[config.mk]
export PLATFORM = sky130hd
export DESIGN_NAME = hwregs
export DESIGN_NICKNAME = d
export VERILOG_FILES = /design/src/rtl/hwregs_pkg.sv /design/src/rtl/uart_tx_shifter.sv /design/src/rtl/hwregs.sv
export SDC_FILE = /design/constraint.sdc
export NUM_CORES = 1
export LEC_CHECK = 0
export BUFFER_PORTS_ARGS = -buffer_cell sky130_fd_sc_hd__buf_2
export CAP_MARGIN = 0
export CORE_UTILIZATION = 47
export CTS_CLUSTER_DIAMETER = 100
export DETAILED_ROUTE_END_ITERATION = 10
export PLACE_DENSITY_LB_ADDON = 0.1
export SLEW_MARGIN = 10
export SYNTH_ARGS = -nofsm -noshare
export SYNTH_HDL_FRONTEND = slang
export SYNTH_SLANG_ARGS = --single-unit
[constraint.sdc]
create_clock -name clock -period 9.4 [get_ports clock]
set_clock_uncertainty 0.15 [all_clocks]
set_input_delay 1.88 -clock clock [delete_from_list [all_inputs] [get_ports clock]]
set_output_delay 1.88 -clock clock [all_outputs]
set_load 0.03 [all_outputs]
[src/rtl/hwregs_pkg.sv]
// Shared definitions for the hwregs block: register byte offsets and UART state encoding.
package hwregs_pkg;

    localparam logic [7:0] HWREG_LEDS     = 8'h00;
    localparam logic [7:0] HWREG_SEVENSEG = 8'h04;
    localparam logic [7:0] HWREG_SWITCHES = 8'h08;
    localparam logic [7:0] HWREG_TIMER    = 8'h0C;
    localparam logic [7:0] HWREG_UART_TX  = 8'h10;
    localparam logic [7:0] HWREG_UART_ST  = 8'h14;
    localparam logic [7:0] HWREG_UART_RX  = 8'h18;

    typedef enum logic [1:0] {
        IDLE  = 2'd0,
        START = 2'd1,
        DATA  = 2'd2,
        STOP  = 2'd3
    } uart_state_t;

    // Counter width able to hold values 0..n-1 (at least one bit).
    function automatic int unsigned cnt_width(input int unsigned n);
        return (n > 1) ? $clog2(n) : 1;
    endfunction

endpackage

[src/rtl/uart_tx_shifter.sv]
// 8N1 serial transmitter: takes one byte per ready/valid handshake and shifts it out
// as start bit, eight data bits LSB first, stop bit, each DIV clocks long.
module uart_tx_shifter
    import hwregs_pkg::*;
#(
    parameter int unsigned DIV = 434
) (
    input  logic       clock,
    input  logic       reset_n,
    input  logic       valid_i,
    input  logic [7:0] data_i,
    output logic       ready_o,
    output logic       busy_o,
    output logic       tx_o
);

    localparam int unsigned DW = cnt_width(DIV);
    localparam logic [DW-1:0] DIV_LAST = DW'(DIV - 1);

    uart_state_t   state_q, state_d;
    logic [DW-1:0] div_q, div_d;
    logic [2:0]    bit_q, bit_d;
    logic [7:0]    sh_q, sh_d;
    logic          tx_q, tx_d;
    logic          bit_end;

    assign bit_end = (div_q == DIV_LAST);
    assign ready_o = (state_q == IDLE);
    assign busy_o  = (state_q != IDLE);
    assign tx_o    = tx_q;

    always_comb begin
        state_d = state_q;
        div_d   = div_q;
        bit_d   = bit_q;
        sh_d    = sh_q;
        tx_d    = 1'b1;

        if (state_q != IDLE) begin
            div_d = bit_end ? '0 : div_q + DW'(1);
        end

        case (state_q)
            IDLE: begin
                if (valid_i) begin
                    state_d = START;
                    sh_d    = data_i;
                    div_d   = '0;
                    bit_d   = 3'd0;
                end
            end
            START: if (bit_end) state_d = DATA;
            DATA: begin
                if (bit_end) begin
                    sh_d  = {1'b0, sh_q[7:1]};
                    bit_d = bit_q + 3'd1;
                    if (bit_q == 3'd7) state_d = STOP;
                end
            end
            STOP: if (bit_end) state_d = IDLE;
            default: state_d = IDLE;
        endcase

        // Line level is registered from the next state so the pin never glitches.
        case (state_d)
            START:   tx_d = 1'b0;
            DATA:    tx_d = sh_d[0];
            default: tx_d = 1'b1;
        endcase
    end

    always_ff @(posedge clock or negedge reset_n) begin
        if (!reset_n) begin
            state_q <= IDLE;
            div_q   <= '0;
            bit_q   <= 3'd0;
            sh_q    <= 8'h00;
            tx_q    <= 1'b1;
        end else begin
            state_q <= state_d;
            div_q   <= div_d;
            bit_q   <= bit_d;
            sh_q    <= sh_d;
            tx_q    <= tx_d;
        end
    end

endmodule

[src/rtl/hwregs.sv]
// Memory-mapped board register block: LEDs, 7-seg, switches/keys, cycle timer, buffered UART TX.
// Optional 8N1 receiver on UART_RX when HWREGS_UART_RX_EN is defined.
module hwregs
    import hwregs_pkg::*;
#(
    parameter int unsigned CLOCK_HZ      = 50_000_000,
    parameter int unsigned BAUD          = 115_200,
    parameter int unsigned TX_FIFO_DEPTH = 16
) (
    input  logic        clock,
    input  logic        reset_n,
    input  logic        cpu_hwregs_req,
    input  logic [31:0] cpud_addr,
    input  logic        cpud_write,
    input  logic [3:0]  cpud_wstrb,
    input  logic [31:0] cpud_wdata,
    output logic        cpu_hwregs_ack,
    output logic [31:0] cpu_hwregs_rdata,
    output logic [9:0]  leds,
    output logic [23:0] seven_seg,
    input  logic [9:0]  switches,
    input  logic [3:0]  keys,
    output logic        uart_tx,
    input  logic        uart_rx
);

    localparam int unsigned DIV = (CLOCK_HZ / BAUD < 1) ? 1 : CLOCK_HZ / BAUD;
    localparam int unsigned AW  = cnt_width(TX_FIFO_DEPTH);

    logic [7:0] reg_off;
    logic       wr, rd;

    assign reg_off = {cpud_addr[7:2], 2'b00};
    assign wr      = cpu_hwregs_req &  cpud_write;
    assign rd      = cpu_hwregs_req & ~cpud_write;

    // ---------------- LEDs / 7-seg / input sync / timer ----------------
    logic [9:0]  leds_q;
    logic [23:0] seg_q;
    logic [9:0]  sw_s1_q, sw_s2_q;
    logic [3:0]  key_s1_q, key_s2_q;
    logic [31:0] timer_q;

    always_ff @(posedge clock or negedge reset_n) begin
        if (!reset_n) begin
            leds_q   <= '0;
            seg_q    <= '0;
            sw_s1_q  <= '0;
            sw_s2_q  <= '0;
            key_s1_q <= '1;
            key_s2_q <= '1;
            timer_q  <= '0;
        end else begin
            if (wr && reg_off == HWREG_LEDS) begin
                if (cpud_wstrb[0]) leds_q[7:0] <= cpud_wdata[7:0];
                if (cpud_wstrb[1]) leds_q[9:8] <= cpud_wdata[9:8];
            end
            if (wr && reg_off == HWREG_SEVENSEG) begin
                if (cpud_wstrb[0]) seg_q[7:0]   <= cpud_wdata[7:0];
                if (cpud_wstrb[1]) seg_q[15:8]  <= cpud_wdata[15:8];
                if (cpud_wstrb[2]) seg_q[23:16] <= cpud_wdata[23:16];
            end
            sw_s1_q  <= switches;
            sw_s2_q  <= sw_s1_q;
            key_s1_q <= keys;
            key_s2_q <= key_s1_q;
            timer_q  <= (wr && reg_off == HWREG_TIMER) ? 32'd0 : timer_q + 32'd1;
        end
    end

    assign leds      = leds_q;
    assign seven_seg = seg_q;

    // ---------------- UART TX FIFO ----------------
    logic [7:0]    fifo_mem [TX_FIFO_DEPTH];
    logic [AW-1:0] wr_ptr_q, rd_ptr_q;
    logic [AW:0]   count_q, count_d;
    logic          fifo_empty, fifo_full, push_req, push_ok, pop;
    logic          tx_ready, tx_busy, ovf_q;

    assign fifo_empty = (count_q == '0);
    assign fifo_full  = (count_q == (AW+1)'(TX_FIFO_DEPTH));
    assign push_req   = wr && reg_off == HWREG_UART_TX && cpud_wstrb[0];
    assign pop        = tx_ready && !fifo_empty;
    // A pop in the same cycle frees the slot the push needs.
    assign push_ok    = push_req && (!fifo_full || pop);

    always_comb begin
        count_d = count_q;
        case ({push_ok, pop})
            2'b10:   count_d = count_q + (AW+1)'(1);
            2'b01:   count_d = count_q - (AW+1)'(1);
            default: count_d = count_q;
        endcase
    end

    always_ff @(posedge clock) begin
        if (push_ok) fifo_mem[wr_ptr_q] <= cpud_wdata[7:0];
    end

    always_ff @(posedge clock or negedge reset_n) begin
        if (!reset_n) begin
            wr_ptr_q <= '0;
            rd_ptr_q <= '0;
            count_q  <= '0;
            ovf_q    <= 1'b0;
        end else begin
            if (push_ok) wr_ptr_q <= wr_ptr_q + AW'(1);
            if (pop)     rd_ptr_q <= rd_ptr_q + AW'(1);
            count_q <= count_d;
            if (push_req && !push_ok)
                ovf_q <= 1'b1;
            else if (wr && reg_off == HWREG_UART_ST && cpud_wdata[1])
                ovf_q <= 1'b0;
        end
    end

    uart_tx_shifter #(.DIV(DIV)) u_tx (
        .clock   (clock),
        .reset_n (reset_n),
        .valid_i (!fifo_empty),
        .data_i  (fifo_mem[rd_ptr_q]),
        .ready_o (tx_ready),
        .busy_o  (tx_busy),
        .tx_o    (uart_tx)
    );

    // ---------------- optional UART RX ----------------
    logic [31:0] rx_word;
    logic        rx_overrun;

`ifdef HWREGS_UART_RX_EN
    localparam int unsigned CW = cnt_width(DIV);
    localparam logic [CW-1:0] RX_LAST = CW'(DIV - 1);
    localparam logic [CW-1:0] RX_HALF = CW'((DIV / 2 >= 1) ? DIV / 2 - 1 : 0);

    uart_state_t   rx_state_q, rx_state_d;
    logic [CW-1:0] rx_div_q, rx_div_d;
    logic [2:0]    rx_bit_q, rx_bit_d;
    logic [7:0]    rx_sh_q, rx_sh_d, rx_hold_q;
    logic          rx_s1_q, rx_s2_q, rx_full_q, rx_ovr_q, rx_done, rx_rd;

    assign rx_rd = rd && reg_off == HWREG_UART_RX;

    always_comb begin
        rx_state_d = rx_state_q;
        rx_div_d   = rx_div_q + CW'(1);
        rx_bit_d   = rx_bit_q;
        rx_sh_d    = rx_sh_q;
        rx_done    = 1'b0;
        case (rx_state_q)
            IDLE: begin
                rx_div_d = '0;
                if (!rx_s2_q) rx_state_d = START;
            end
            // Re-check the start bit at its midpoint to reject glitches.
            START: begin
                if (rx_div_q == RX_HALF) begin
                    rx_div_d   = '0;
                    rx_bit_d   = 3'd0;
                    rx_state_d = rx_s2_q ? IDLE : DATA;
                end
            end
            DATA: begin
                if (rx_div_q == RX_LAST) begin
                    rx_div_d = '0;
                    rx_sh_d  = {rx_s2_q, rx_sh_q[7:1]};
                    rx_bit_d = rx_bit_q + 3'd1;
                    if (rx_bit_q == 3'd7) rx_state_d = STOP;
                end
            end
            STOP: begin
                if (rx_div_q == RX_LAST) begin
                    rx_state_d = IDLE;
                    rx_done    = rx_s2_q;
                end
            end
            default: rx_state_d = IDLE;
        endcase
    end

    always_ff @(posedge clock or negedge reset_n) begin
        if (!reset_n) begin
            rx_s1_q    <= 1'b1;
            rx_s2_q    <= 1'b1;
            rx_state_q <= IDLE;
            rx_div_q   <= '0;
            rx_bit_q   <= 3'd0;
            rx_sh_q    <= 8'h00;
            rx_hold_q  <= 8'h00;
            rx_full_q  <= 1'b0;
            rx_ovr_q   <= 1'b0;
        end else begin
            rx_s1_q    <= uart_rx;
            rx_s2_q    <= rx_s1_q;
            rx_state_q <= rx_state_d;
            rx_div_q   <= rx_div_d;
            rx_bit_q   <= rx_bit_d;
            rx_sh_q    <= rx_sh_d;
            if (rx_done) begin
                rx_hold_q <= rx_sh_q;
                rx_full_q <= 1'b1;
                if (rx_full_q && !rx_rd) rx_ovr_q <= 1'b1;
            end else if (rx_rd) begin
                rx_full_q <= 1'b0;
            end
            if (wr && reg_off == HWREG_UART_ST && cpud_wdata[2]) rx_ovr_q <= 1'b0;
        end
    end

    assign rx_word    = rx_full_q ? {23'b0, 1'b1, rx_hold_q} : 32'hFFFF_FFFF;
    assign rx_overrun = rx_ovr_q;
`else
    logic unused_rx;
    assign unused_rx  = uart_rx;
    assign rx_word    = 32'hFFFF_FFFF;
    assign rx_overrun = 1'b0;
`endif

    // ---------------- read mux / ack ----------------
    logic [31:0] rdata_d, rdata_q;
    logic        ack_q;

    always_comb begin
        rdata_d = '0;
        case (reg_off)
            HWREG_LEDS:     rdata_d = {22'b0, leds_q};
            HWREG_SEVENSEG: rdata_d = {8'b0, seg_q};
            HWREG_SWITCHES: rdata_d = {12'b0, ~key_s2_q, 6'b0, sw_s2_q};
            HWREG_TIMER:    rdata_d = timer_q;
            HWREG_UART_TX:  rdata_d = 32'(TX_FIFO_DEPTH) - 32'(count_q);
            HWREG_UART_ST:  rdata_d = {29'b0, rx_overrun, ovf_q, tx_busy | !fifo_empty};
            HWREG_UART_RX:  rdata_d = rx_word;
            default:        rdata_d = '0;
        endcase
    end

    always_ff @(posedge clock or negedge reset_n) begin
        if (!reset_n) begin
            ack_q   <= 1'b0;
            rdata_q <= '0;
        end else begin
            ack_q   <= cpu_hwregs_req;
            rdata_q <= rd ? rdata_d : 32'd0;
        end
    end

    assign cpu_hwregs_ack   = ack_q;
    assign cpu_hwregs_rdata = rdata_q;

    logic unused_bits;
    assign unused_bits = ^{cpud_addr[31:8], cpud_addr[1:0], cpud_wstrb[3], cpud_wdata[31:24]};

endmodule
# Word level (Yosys, flattened, before mapping)
# Memories as Yosys holds them, arrays and structs flattened.
# Index checks and enable logic that the tools add are counted.
# classes
addsub	8
n_eq_ne	18
n_mux	25
reduce_logical	27
bitwise_logic	5
# op_table
cell	count
32-bit one-hot mux with 7 select lines	1
32-bit 2-to-1 mux	2
9-bit 2-to-1 mux	4
32-bit by 1-bit adder with 32-bit output, second input constant	1
6-bit by 3-bit == test with 1-bit output, second input constant	3
8-bit 2-to-1 mux	2
8-bit one-hot mux with 2 select lines	1
6-bit by 2-bit == test with 1-bit output, second input constant	2
1-bit logical AND	10
2-bit 2-to-1 mux	5
5-bit one-hot mux with 2 select lines	1
2-bit AND reduction	5
9-bit by 1-bit adder with 9-bit output, second input constant	1
9-bit == test, second input constant	1
4-bit by 1-bit adder with 4-bit output, second input constant	2
2-bit == test, second input constant	4
8-bit zero test	1
2-bit one-hot mux with 4 select lines	1
2-bit nonzero test	4
2-bit by 1-bit == test with 1-bit output, second input constant	3
6-bit by 1-bit == test with 1-bit output, second input constant	1
3-bit 2-to-1 mux	2
3-bit one-hot mux with 2 select lines	1
5-bit by 5-bit subtractor with 6-bit output, first input constant	1
18 further kinds	24
# word_totals
mem_bits_rw	128
mem_count	1
word_cells	106
ff_bits	164
input_bits	87
# memory_table
memory	depth	width	rd	rd_ports_with_merged_regs	wr	line	rtl
fifo_mem	16	8	1	0	1	hwregs.sv:75	logic [7:0] fifo_mem [TX_FIFO_DEPTH];

# Logic depth before layout (Yosys ltp)
# logic_depth
ltp_word	8
ltp_mapped	14
mapped_depth_nobuf	12

# Cells and area by module
# Synthesis repeated with hierarchy kept, for this count alone.
# hier_totals
cells_unflattened	858
hier_area_um2	12283.0
# modules_own_cells
module	area_per_inst_um2	cells_per_inst	instances
hwregs	11098.1	737	1
uart_tx_shifter	1184.9	121	1

# Worst setup path after synthesis
# Ideal clock, no wire load.
# synth_timing
kind	input to register
from	input port cpud_addr[5]
to	memory fifo_mem[1][0] (enable)
stages	5
path_slack_ns	5.351
arrival_ns	3.505
cell_sequence	nor4b_4 -> and2_1 -> buf_2 -> nand3_2 -> nor4_1
# synth_between
elab_chain_len	6
# synth_lines
item	line	rtl
start: declaration	hwregs.sv:13	input logic [31:0] cpud_addr,
6-bit by 3-bit == test with 1-bit output	hwregs.sv:83	assign push_req = wr && reg_off == HWREG_UART_TX && cpud_wstrb[0];
1-bit logical AND (2 in a row)	hwregs.sv:83	
1-bit logical AND	hwregs.sv:86	assign push_ok = push_req && (!fifo_full || pop);
1-bit 2-to-1 mux	hwregs.sv:98	if (push_ok) fifo_mem[wr_ptr_q] <= cpud_wdata[7:0];
1-bit 2-to-1 mux (not written as such)	hwregs.sv:98	
end: declaration	hwregs.sv:75	
# No other way between the ends.

# Worst setup path after layout
# layout_timing
from	input port cpud_addr[2]
to	register seg_q[23], in the netlist seven_seg[23]
# layout_between
elab_chain_len	3
# layout_lines
item	line	rtl
6-bit by 1-bit == test with 1-bit output	hwregs.sv:58	if (wr && reg_off == HWREG_SEVENSEG) begin
1-bit logical AND	hwregs.sv:58	
2-bit AND reduction (no source line)	--	
end signal: assignment	hwregs.sv:61	if (cpud_wstrb[2]) seg_q[23:16] <= cpud_wdata[23:16];
end: declaration	hwregs.sv:39	logic [23:0] seg_q;
# No other way between the ends.
# A chain may end at the register's enable or synchronous reset.

==> impl_metrics.tcl <==
set metrics [dict create \
    path_cells "buf_2 -> nor2b_1 -> and2_1 -> and4_1 -> mux2_2" \
    root_buffer "clkbuf_16" \
    hold_buffers 0 \
    first_pass_iters 5 \
    syn_avg_cell_area_um2 14.4 \
    port_buffers 118 \
    dp.cells 1261 \
    p_per_area_nw_per_um2 195 \
    io_pins 155 \
    initial_utilization 0.481 \
    crit_fanout 21 \
    wl_um 25800 \
    worstSkewPairLatency_ps 560 \
    die_area_um2 26600 \
    layout_commonest_cell "dfrtp_1" \
    cts.sinks 292 \
    n_antenna_cell 0 \
    drc 0 \
    rsz0062_at_grt "false" \
    cellInternalPower_mw 2.10 \
    grt_pass1_wl_um 41200 \
    first_global_vias 7264 \
    synthCells 846 \
    drv_cap 0 \
    required_ps 9680 \
    die_h_um 163 \
    vias 7252 \
    clkSlewWorstSetupHoldPaths_ps 60 \
    finalSetupViolCount 0 \
    hp-class "register to register" \
    synth_nets 948 \
    cp_slowest_cell "and2_1" \
    status "complete, no violations" \
    tightest_slew_ps 1180 \
    async_flop_share 0.562 \
    finalWeightedCongestion 0.758 \
    hold_violations 0 \
    arrival_ps 4530 \
    postCtsSetupBuffers 0 \
    path_buf_inv 1 \
    syn_area_um2 12200 \
    final_nets 1066 \
    power.switching_mw 0.635 \
    via_per_inst 5.50 \
    slowest_delay_ps 810 \
    synth_edf_count 128 \
    drive_gt1_frac 0.273 \
    areaGrowthSynthToFinish_pct 15.2 \
    fin_cells 1319 \
    tns_ps 0 \
    routedWlPerCell_um 19.5 \
    ys_types 63 \
    rows 58 \
    synth.ff_latch_count 292 \
    fmax_mhz 236 \
    grt_use_total 0.203 \
    post-route-min-period_ps 4240 \
    power_frac_comb 0.053 \
    p_leak_nw 5.68 \
    ir_drop_v 0.000151 \
    synth_ff_type "dfrtp_1" \
    critPathTopFamily "simple AND/OR/NAND/NOR gates" \
    p_seq_frac 0.530 \
    yosys_warnings 0 \
    cts_buffer_depth 3 \
    crit_type "primary input to register" \
    grt_max_degree 85 \
    swShare 0.232 \
    fp.dieW_um 163 \
    antenna_found_initial 0 \
    dp_hpwl_um 16700 \
    cts_tree "yes" \
    most-common-layout-cells "dfrtp_1, edfxtp_1, buf_2" \
    cts_resized 0 \
    cp-end-kind "register" \
    overflow 0 \
    numCtsBuffers 31 \
    total_power_mw 2.74 \
    postRouteAntennaNets 0 \
    htreeDepth 1 \
    p_clk_frac 0.417 \
    initialDrtViolationCount 422 \
    rrSetupSlack_ps 5250 \
    core_region_area_um2 25300 \
    startpoint_type "primary input" \
    period_share 0.451 \
    yosysSeqAreaShare 0.654 \
    slew_violations 0 \
    slew_headroom 0.212 \
    final_util 0.554 \
]
==> power by group through the flow <==
stage                     sequential (mW)  clock [mW]  combinational (mW)
after floorplan                      1.47           0              0.0751
after global placement               1.47           0               0.143
after detailed placement             1.47           0               0.147
after CTS                            1.45        1.17               0.148
after global routing                 1.46        1.22               0.163
final                                1.45        1.14               0.145
==> cell families (layout without fill, tap and decap cells) <==
group | count (synthesis) | after routing | share of synthesized area
mux | 89 | 89 | 0.110
buf+inv | 65 | 208 | 0.0236
fa+ha+maj | 15 | 15 | 0.0154
simple gates | 212 | 212 | 0.0963
compound gates | 132 | 132 | 0.0717
flops | 292 | 292 | 0.654
xor+xnor | 41 | 41 | 0.0295
==> worst paths after layout <==
check                      cells past startpoint                   endpoint                   start
setup / recovery                               5  seven_seg[23]$_DFFE_PN0P_            cpud_addr[2]
hold / removal                                 0       sw_s2_q[0]$_DFF_PN0_    sw_s1_q[0]$_DFF_PN0_
setup reg to reg                               8  fifo_mem[13][4]$_DFFE_PP_  count_q[1]$_DFFE_PN0P_
hold reg to reg                                0       sw_s2_q[0]$_DFF_PN0_    sw_s1_q[0]$_DFF_PN0_
max in group asynchronous                      2      timer_q[30]$_DFF_PN0_                 reset_n
min in group asynchronous                      1    rd_ptr_q[3]$_DFFE_PN0P_                 reset_n
==> metrics by stage <==
stage,setup WS (ps),hold WS [ps],area [um2]
final,5160,194,14000
after global routing,4950,202,14000
after CTS,5180,195,14000
after detailed placement,4610,186,13100
after global placement,4650,183,13100
after floorplan,5350,181,12200
==> registers in the layout, summed over array words and instances, names as in the netlist, 9 cells and up <==
name,flops
cpu_hwregs_rdata,32
fifo_mem,128
leds,10
seven_seg,24
sw_s1_q,10
sw_s2_q,10
timer_q,32
u_tx.div_q,9
==> cells in the mapped netlist (3+ instances only) <==
master	n	area, um2
dfrtp_1	155	3880
edfxtp_1	128	3840
nand2_1	56	210
nor2_1	45	169
mux2_2	38	428
a21oi_1	37	185
mux4_2	32	721
a22oi_1	27	203
nand3_1	26	130
xnor2_1	24	210
buf_2	23	115
o21ai_0	20	100
inv_1	19	71.3
mux2i_1	19	190
clkbuf_1	18	67.6
xor2_1	17	149
ha_1	15	188
and2_1	12	75.1
nand4_1	11	68.8
and3_1	10	62.6
a31oi_1	9	56.3
dfstp_2	9	236
nor3_1	7	35.0
or3_1	7	43.8
a22o_1	6	52.6
and4_1	6	52.6
o21bai_1	6	45.0
o221ai_1	6	52.6
nand2b_1	5	31.3
nor3b_1	4	30.0
nor4_1	4	25.0
a221oi_1	3	26.3
==> area by class of cell <==
class	count	area (um2)
Fill cell	2075	11300
Tap cell	330	413
Inverter	19	71.3
Timing Repair Buffer	131	694
Clock buffer	45	858
Sequential cell	292	7960
Clock inverter	13	100
Multi-Input combinational cell	489	3930
==> per-layer routing <==
layer  wire length (um)  vias to the layer above  part of all wire  global-route usage
met5                  0                        -                 0                   0
met4                455                        0             0.018              0.0416
met3               1110                       38             0.043              0.0303
met2              11600                      170              0.45               0.309
met1              12600                     3656              0.49               0.311
li1                   -                     3388                 -                   -
(Power assumes the default switching activity.)
